===== src/rtl/l2_arbiter_if.sv =====
// Bundle of the I-cache, D-cache and shared L2 port signals around the L2 arbiter.
// The slave modport is the arbiter's view; master is the requesters/L2 side.
interface l2_arbiter_if #(
    parameter int ADDR_W = 16,
    parameter int LINE_W = 128
);
    logic              i_read;
    logic [ADDR_W-1:0] i_addr;
    logic              d_read;
    logic              d_write;
    logic [ADDR_W-1:0] d_addr;
    logic [LINE_W-1:0] d_wdata;
    logic              l2_resp;
    logic [LINE_W-1:0] l2_rdata;

    logic              l2_read;
    logic              l2_write;
    logic [ADDR_W-1:0] l2_addr;
    logic [LINE_W-1:0] l2_wdata;
    logic              i_resp;
    logic              d_resp;
    logic [LINE_W-1:0] i_rdata;
    logic [LINE_W-1:0] d_rdata;
    logic              grant_i;
    logic              grant_d;

    modport slave (
        input  i_read, i_addr, d_read, d_write, d_addr, d_wdata, l2_resp, l2_rdata,
        output l2_read, l2_write, l2_addr, l2_wdata, i_resp, d_resp,
               i_rdata, d_rdata, grant_i, grant_d
    );

    modport master (
        output i_read, i_addr, d_read, d_write, d_addr, d_wdata, l2_resp, l2_rdata,
        input  l2_read, l2_write, l2_addr, l2_wdata, i_resp, d_resp,
               i_rdata, d_rdata, grant_i, grant_d
    );
endinterface


===== src/rtl/l2_arbiter.sv =====
// Round-robin arbiter sharing one L2 port between the I-cache and D-cache miss paths.
// Grant is held for a whole L2 transaction; request/data pass through combinationally.
//
// state | meaning
// IDLE  | no owner; arbitrate requests sampled this cycle
// GNT_I | I-cache owns L2 until l2_resp or i_read drops
// GNT_D | D-cache owns L2 until l2_resp or its request drops
module l2_arbiter #(
    parameter int ADDR_W = 16,
    parameter int LINE_W = 128
) (
    input  logic         clk,
    input  logic         reset_n,
    l2_arbiter_if.slave  bus
);
    typedef enum logic [1:0] {
        IDLE  = 2'd0,
        GNT_I = 2'd1,
        GNT_D = 2'd2
    } state_t;

    state_t state, state_nxt;
    logic   last_d, last_d_nxt;   // 1: D-cache was served last
    logic   i_req, d_req;

    assign i_req = bus.i_read;
    assign d_req = bus.d_read | bus.d_write;

    always_ff @(posedge clk or negedge reset_n) begin
        if (!reset_n) begin
            state  <= IDLE;
            last_d <= 1'b0;
        end else begin
            state  <= state_nxt;
            last_d <= last_d_nxt;
        end
    end

    always_comb begin
        state_nxt    = state;
        last_d_nxt   = last_d;
        bus.l2_read  = 1'b0;
        bus.l2_write = 1'b0;
        bus.l2_addr  = '0;
        bus.l2_wdata = '0;
        bus.i_resp   = 1'b0;
        bus.d_resp   = 1'b0;
        bus.i_rdata  = '0;
        bus.d_rdata  = '0;
        bus.grant_i  = 1'b0;
        bus.grant_d  = 1'b0;

        case (state)
            IDLE: begin
                // Ties go to whichever side was not served last.
                if (i_req && d_req)
                    state_nxt = last_d ? GNT_I : GNT_D;
                else if (i_req)
                    state_nxt = GNT_I;
                else if (d_req)
                    state_nxt = GNT_D;
            end

            GNT_I: begin
                bus.grant_i = 1'b1;
                bus.l2_read = bus.i_read;
                bus.l2_addr = bus.i_addr;
                bus.i_resp  = bus.l2_resp;
                bus.i_rdata = bus.l2_rdata;
                if (bus.l2_resp) begin
                    state_nxt  = IDLE;
                    last_d_nxt = 1'b0;
                end else if (!i_req) begin
                    state_nxt  = IDLE;
                end
            end

            GNT_D: begin
                bus.grant_d  = 1'b1;
                bus.l2_read  = bus.d_read;
                bus.l2_write = bus.d_write;
                bus.l2_addr  = bus.d_addr;
                bus.l2_wdata = bus.d_wdata;
                bus.d_resp   = bus.l2_resp;
                bus.d_rdata  = bus.l2_rdata;
                if (bus.l2_resp) begin
                    state_nxt  = IDLE;
                    last_d_nxt = 1'b1;
                end else if (!d_req) begin
                    state_nxt  = IDLE;
                end
            end

            default: state_nxt = IDLE;
        endcase
    end
endmodule


===== src/flat_wrapper.sv =====
// flat-port wrapper written by rule: the top's interface ports become plain ports
module l2_arbiter_flat 
#(
    parameter int ADDR_W = 16,
    parameter int LINE_W = 128
)
  (clk, reset_n, bus_i_read, bus_i_addr, bus_d_read, bus_d_write, bus_d_addr, bus_d_wdata, bus_l2_resp, bus_l2_rdata, bus_l2_read, bus_l2_write, bus_l2_addr, bus_l2_wdata, bus_i_resp, bus_d_resp, bus_i_rdata, bus_d_rdata, bus_grant_i, bus_grant_d);
  l2_arbiter_if #(.ADDR_W(ADDR_W), .LINE_W(LINE_W)) bus_i ();
  input  logic clk;
  input  logic reset_n;
  input wire logic [$bits(bus_i.i_read)-1:0] bus_i_read;
  input wire logic [$bits(bus_i.i_addr)-1:0] bus_i_addr;
  input wire logic [$bits(bus_i.d_read)-1:0] bus_d_read;
  input wire logic [$bits(bus_i.d_write)-1:0] bus_d_write;
  input wire logic [$bits(bus_i.d_addr)-1:0] bus_d_addr;
  input wire logic [$bits(bus_i.d_wdata)-1:0] bus_d_wdata;
  input wire logic [$bits(bus_i.l2_resp)-1:0] bus_l2_resp;
  input wire logic [$bits(bus_i.l2_rdata)-1:0] bus_l2_rdata;
  output wire logic [$bits(bus_i.l2_read)-1:0] bus_l2_read;
  output wire logic [$bits(bus_i.l2_write)-1:0] bus_l2_write;
  output wire logic [$bits(bus_i.l2_addr)-1:0] bus_l2_addr;
  output wire logic [$bits(bus_i.l2_wdata)-1:0] bus_l2_wdata;
  output wire logic [$bits(bus_i.i_resp)-1:0] bus_i_resp;
  output wire logic [$bits(bus_i.d_resp)-1:0] bus_d_resp;
  output wire logic [$bits(bus_i.i_rdata)-1:0] bus_i_rdata;
  output wire logic [$bits(bus_i.d_rdata)-1:0] bus_d_rdata;
  output wire logic [$bits(bus_i.grant_i)-1:0] bus_grant_i;
  output wire logic [$bits(bus_i.grant_d)-1:0] bus_grant_d;
  assign bus_i.i_read = bus_i_read;
  assign bus_i.i_addr = bus_i_addr;
  assign bus_i.d_read = bus_d_read;
  assign bus_i.d_write = bus_d_write;
  assign bus_i.d_addr = bus_d_addr;
  assign bus_i.d_wdata = bus_d_wdata;
  assign bus_i.l2_resp = bus_l2_resp;
  assign bus_i.l2_rdata = bus_l2_rdata;
  assign bus_l2_read = bus_i.l2_read;
  assign bus_l2_write = bus_i.l2_write;
  assign bus_l2_addr = bus_i.l2_addr;
  assign bus_l2_wdata = bus_i.l2_wdata;
  assign bus_i_resp = bus_i.i_resp;
  assign bus_d_resp = bus_i.d_resp;
  assign bus_i_rdata = bus_i.i_rdata;
  assign bus_d_rdata = bus_i.d_rdata;
  assign bus_grant_i = bus_i.grant_i;
  assign bus_grant_d = bus_i.grant_d;
  l2_arbiter #(.ADDR_W(ADDR_W), .LINE_W(LINE_W)) u_core (.clk(clk), .reset_n(reset_n), .bus(bus_i));
endmodule

===== config.mk =====
export PLATFORM = sky130hd
export DESIGN_NAME = l2_arbiter_flat
export DESIGN_NICKNAME = d
export VERILOG_FILES = /design/src/rtl/l2_arbiter_if.sv /design/src/rtl/l2_arbiter.sv /design/src/flat_wrapper.sv
export SDC_FILE = /design/constraint.sdc
export NUM_CORES = 1
export LEC_CHECK = 0
export ABC_AREA = 1
export CAP_MARGIN = 15
export CELL_PAD_IN_SITES_DETAIL_PLACEMENT = 2
export CELL_PAD_IN_SITES_GLOBAL_PLACEMENT = 2
export CORE_AREA = 3 3 269 271
export CTS_CLUSTER_SIZE = 28
export DETAILED_ROUTE_END_ITERATION = 10
export DIE_AREA = 0 0 272 274
export PLACE_DENSITY = 0.77
export SLEW_MARGIN = 10
export SYNTH_ARGS = -nofsm -noshare
export SYNTH_HDL_FRONTEND = slang
export SYNTH_SLANG_ARGS = --single-unit
export TNS_END_PERCENT = 30

===== constraint.sdc =====
create_clock -name clk -period 4 [get_ports clk]
set_input_delay 0.8 -clock clk [delete_from_list [all_inputs] [get_ports clk]]
set_output_delay 0.8 -clock clk [all_outputs]
set_load 0.05 [all_outputs]

---- Word-level counts from Yosys, hierarchy flattened ----
Cells that the tools add are included.
cells by class
  eq/ne operators ......................... 7
  mux-type cells .......................... 22
  bitwise logic cells ..................... 1
  reduce and logical (&&, ||, !) cells .... 5
operators by type and width
  cell                                            count
  two-way mux 128 bit                             3
  case mux 16 bit (2 select lines)                1
  two-way mux 2 bit                               8
  two-way mux 1 bit                               7
  != test 3 bit (second input constant)           2
  case mux 2 bit (3 select lines)                 1
  AND reduction 3 bit                             2
  != test 2 bit (second input constant)           2
  != test 4 x 2 -> 1 bit (second input constant)  1
  case mux 1 bit (2 select lines)                 2
  == test 2 x 1 -> 1 bit (second input constant)  1
  == test 2 bit (second input constant)           1
  zero test 2 bit                                 1
  nonzero test 2 bit                              1
  logical AND 1 bit                               1
  OR 1 bit                                        1
word-level totals
  flip-flop bits (word level) ............. 3
  input port bits ......................... 294
  output and inout bits ................... 406
  word-level logic and storage cells ...... 37

---- Depth between registers and ports, before layout ----
  word-level depth ........................ 5
  gate-level depth with buffers ........... 10
  mapped depth without buffers ............ 9

---- Worst setup path after synthesis ----
Ideal clock, no wire load.
  kind .................................... reg-to-output
  start point ............................. register u_core.state[1]
  end point ............................... output bus_l2_addr[12]
  arrival ................................. 2186 ps
  data required time ...................... 3200 ps
  slack ................................... 1014 ps
  stages on the path, launching flop included .. 7
  cell sequence ........................... dfrtp_1 -> inv_1 -> ha_1 -> buf_4 -> buf_2 -> nand2_1 -> a21oi_1
between the ends
  longest elaborated chain between the ends .. 2
ends and longest elaborated chain
  what                                                     RTL line            text
  start: declaration                                       l2_arbiter.sv:22    state_t state, state_nxt;
  start signal: assignment                                 l2_arbiter.sv:34    state <= state_nxt;
  == test 2 bit or == test 2 x 1 -> 1 bit (tied branches)  l2_arbiter.sv:53    case (state)
  case mux 16 bit (2 select lines) *                       l2_arbiter.sv:53
  end: declaration                                         flat_wrapper.sv:21  output wire logic [$bits(bus_i.l2_addr)-1:0] bus_l2_addr;
Every way passes the cells marked *; elsewhere a longest branch is shown, timed or not.

---- Worst setup path in the final report ----
  start point ............................. register u_core.state[0]
  end point ............................... output bus_l2_addr[8]
Same word-level chain as after synthesis.

==> results.tsv <==
metric	value	unit
grt total ovfl	0	
drt pass-1 iters	4	
vias in the first global route	8269	
largest net degree at the start of global routing	103	
Synth Register Bits	3	
footprint of the multi-input gates	0.001813	mm^2
Post-Syn Nets	1205	
CTS tree	done	
Fill cells	8580	
Max Transition Viols Final	0	
Synth cell types	12	
initial antenna violation count	25	
Synth area leaders	nand2_1 (44%), inv_1 (40%), buf_4 (6.2%)	
placed wire-length estimate	46.96	mm
crit-path cells	inv_1 > ha_4 > buf_12 > nand2_1 > a21oi_1 > clkdlybuf4s50_1	
DRT iter0 DRCs	197	
CTS root buffer	clkbuf_16	
Worst EP required	3.20	ns
Bufs and invs on worst path	3	
# DRC	0	
max cap viols	0	
kind of critical path	reg2out	
crit start category	flip-flop	
TNS Setup	0	ns
mean post-synth cell area	4.031	um^2
total number of vias	7743	
Rows	97	
Core Util, Final	0.1666	
Max Freq	0.2838	GHz
synthesis warning total	0	
Vert. Die Dim	274	um
Max stage delay on crit path	0.84	ns
Final Skew	0.001049	ns
RSZ-0062 raised after global routing	false	
clock sinks	3	
drt via density	3.068	
Total Power	8.300	mW
setup bufs post-CTS	0	
Die Width	272	um
final hold violations	0	
Slowest-stage cell, CP	clkdlybuf4s50_1	
cell count of the worst hold path	2	
Clock Latency Late Sink	0.23	ns
Mapped Cells	908	
worst vdd ir	270.2	uV
H-tree Lvls	1	
Seq/Total Area, Yosys	0.02051	
Initial Util	0.05226	
Top delay family on crit path	buffers and inverters	
cts hold-fix bufs	0	
Crit path arrival time	2.72	ns
Worst path depth	6	
final count of negative-setup-slack endpoints	0	
Mapped Area	0.003660	mm^2
layout cells sized above 1	0.04257	
Hold Slack	0.5544	ns
WL/cell	20.50	um
routed wire length	51.73	mm
core area	0.07003	mm^2
Reg2Reg Depth	8	
Routed Antenna Nets	0	
area delta synth->final	218.7	%
Crit. End Element	primary output	
min-delay worst type	reg2reg	
LEAKAGE	6.972	nW
Tightest Pin Transition	0.6671	ns
Crit Path Max Fanout	102	
top-level port count	700	
routability cong.	0.7643	
Slew HR	0.5538	
register area	75.07	um^2
post-synth top area share	0.4441	
run status	finished, final reports clean	
post-CTS sizing	0	
final net count	1872	
minimum clock period	3.524	ns
Synth area leader	nand2_1	
full die area	0.07453	mm^2
Post-Place Cells	2510	
deepest clock path buffer count	2	
CTS clk-pin slew, worst paths	0.03	ns
Pwr Density	711.5	mW/mm^2
port bufs	699	
GRT Total Usage	0.1313	
Tcrit/Tclk final	0.8809	
Non-Filler Instances	2524	
TritonCTS Buffers	3	
first-pass GRT wire length	68.32	mm
-- placed cells by master, fill, tap and decap left out, types with 2 or more instances in the layout --
cell             instances
clkdlybuf4s50_1        648
buf_4                   57
a21oi_1                 18
nand2_1                433
ha_4                     2
dfrtp_1                  3
buf_12                   5
inv_1                  394
clkbuf_16                3
diode_2                 10
nor2_1                   6
-- per-layer routing --
metal  global-route usage  vias to the layer above  wire (um)
met5                    0                        -         69
met4             0.008472                       10        326
met3              0.04769                       43       4844
met2               0.2674                      445      28310
met1               0.1310                     3585      18180
li1                     -                     3660          -
-- worst paths after layout --
path | from | slack, ns | endpoint
setup / recovery | u_core.state[0] | 0.48 | bus_l2_addr[8]
setup reg to reg | u_core.state[1] | 2.20 | u_core.state[1]
hold / removal | u_core.last_d | 0.55 | u_core.last_d
min in group asynchronous | reset_n | 0.76 | u_core.state[1]
max in group asynchronous | reset_n | 3.08 | u_core.last_d
hold reg to reg | u_core.last_d | 0.55 | u_core.last_d
-- where the power goes --
part	switching [mW]	internal (mW)
combinational	5.74	2.34
sequential	0.0130	0.0443
clock	0.0310	0.132
-- cell usage after synthesis, drive strengths merged --
cell type,count
clkinv,1
o21ai,1
dfrtp,3
nor2,6
nand2,433
inv,394
buf,48
ha,3
a21oi,18
nand3b,1
-- kinds of logic (layout without fill, tap and decap cells) --
group           count (synthesis)  in the layout  synth area share
compound gates                 19             19           0.02598
fa+ha+maj                       3              3           0.01026
buf+inv                       443           1109            0.4909
flops                           3              3           0.02051
other cells                     0             10                 0
simple gates                  440            440            0.4523
-- worst min-delay path, cell delays in order, from the launching register on --
cell	delay, ns
dfrtp_1	0.31
inv_1	0.06
o21ai_0	0.15
-- state kept, by name, summed over array words and instances (netlist names) --
register / flops
u_core.state: 2
u_core.last_d: 1
-- cell type report --
type	instances	share of cell area
Inverter	395	0.1271
Tap cell	940	0.1008
Antenna cell	10	0.002145
Clock buffer	4	0.006758
Multi-Input combinational cell	462	0.1554
Timing Repair Buffer	710	0.6013
Sequential cell	3	0.006436
-- metrics by stage --
| step | cell area, um^2 | setup WS, ns |
|---|---|---|
| floorplan | 3660 | 1.014 |
| global placement | 11560 | 0.6738 |
| detailed placement | 11560 | 0.6608 |
| CTS | 11640 | 0.4062 |
| global route | 11640 | 0.3069 |
| finish | 11660 | 0.4764 |
Power figures use the tool's default switching activity.
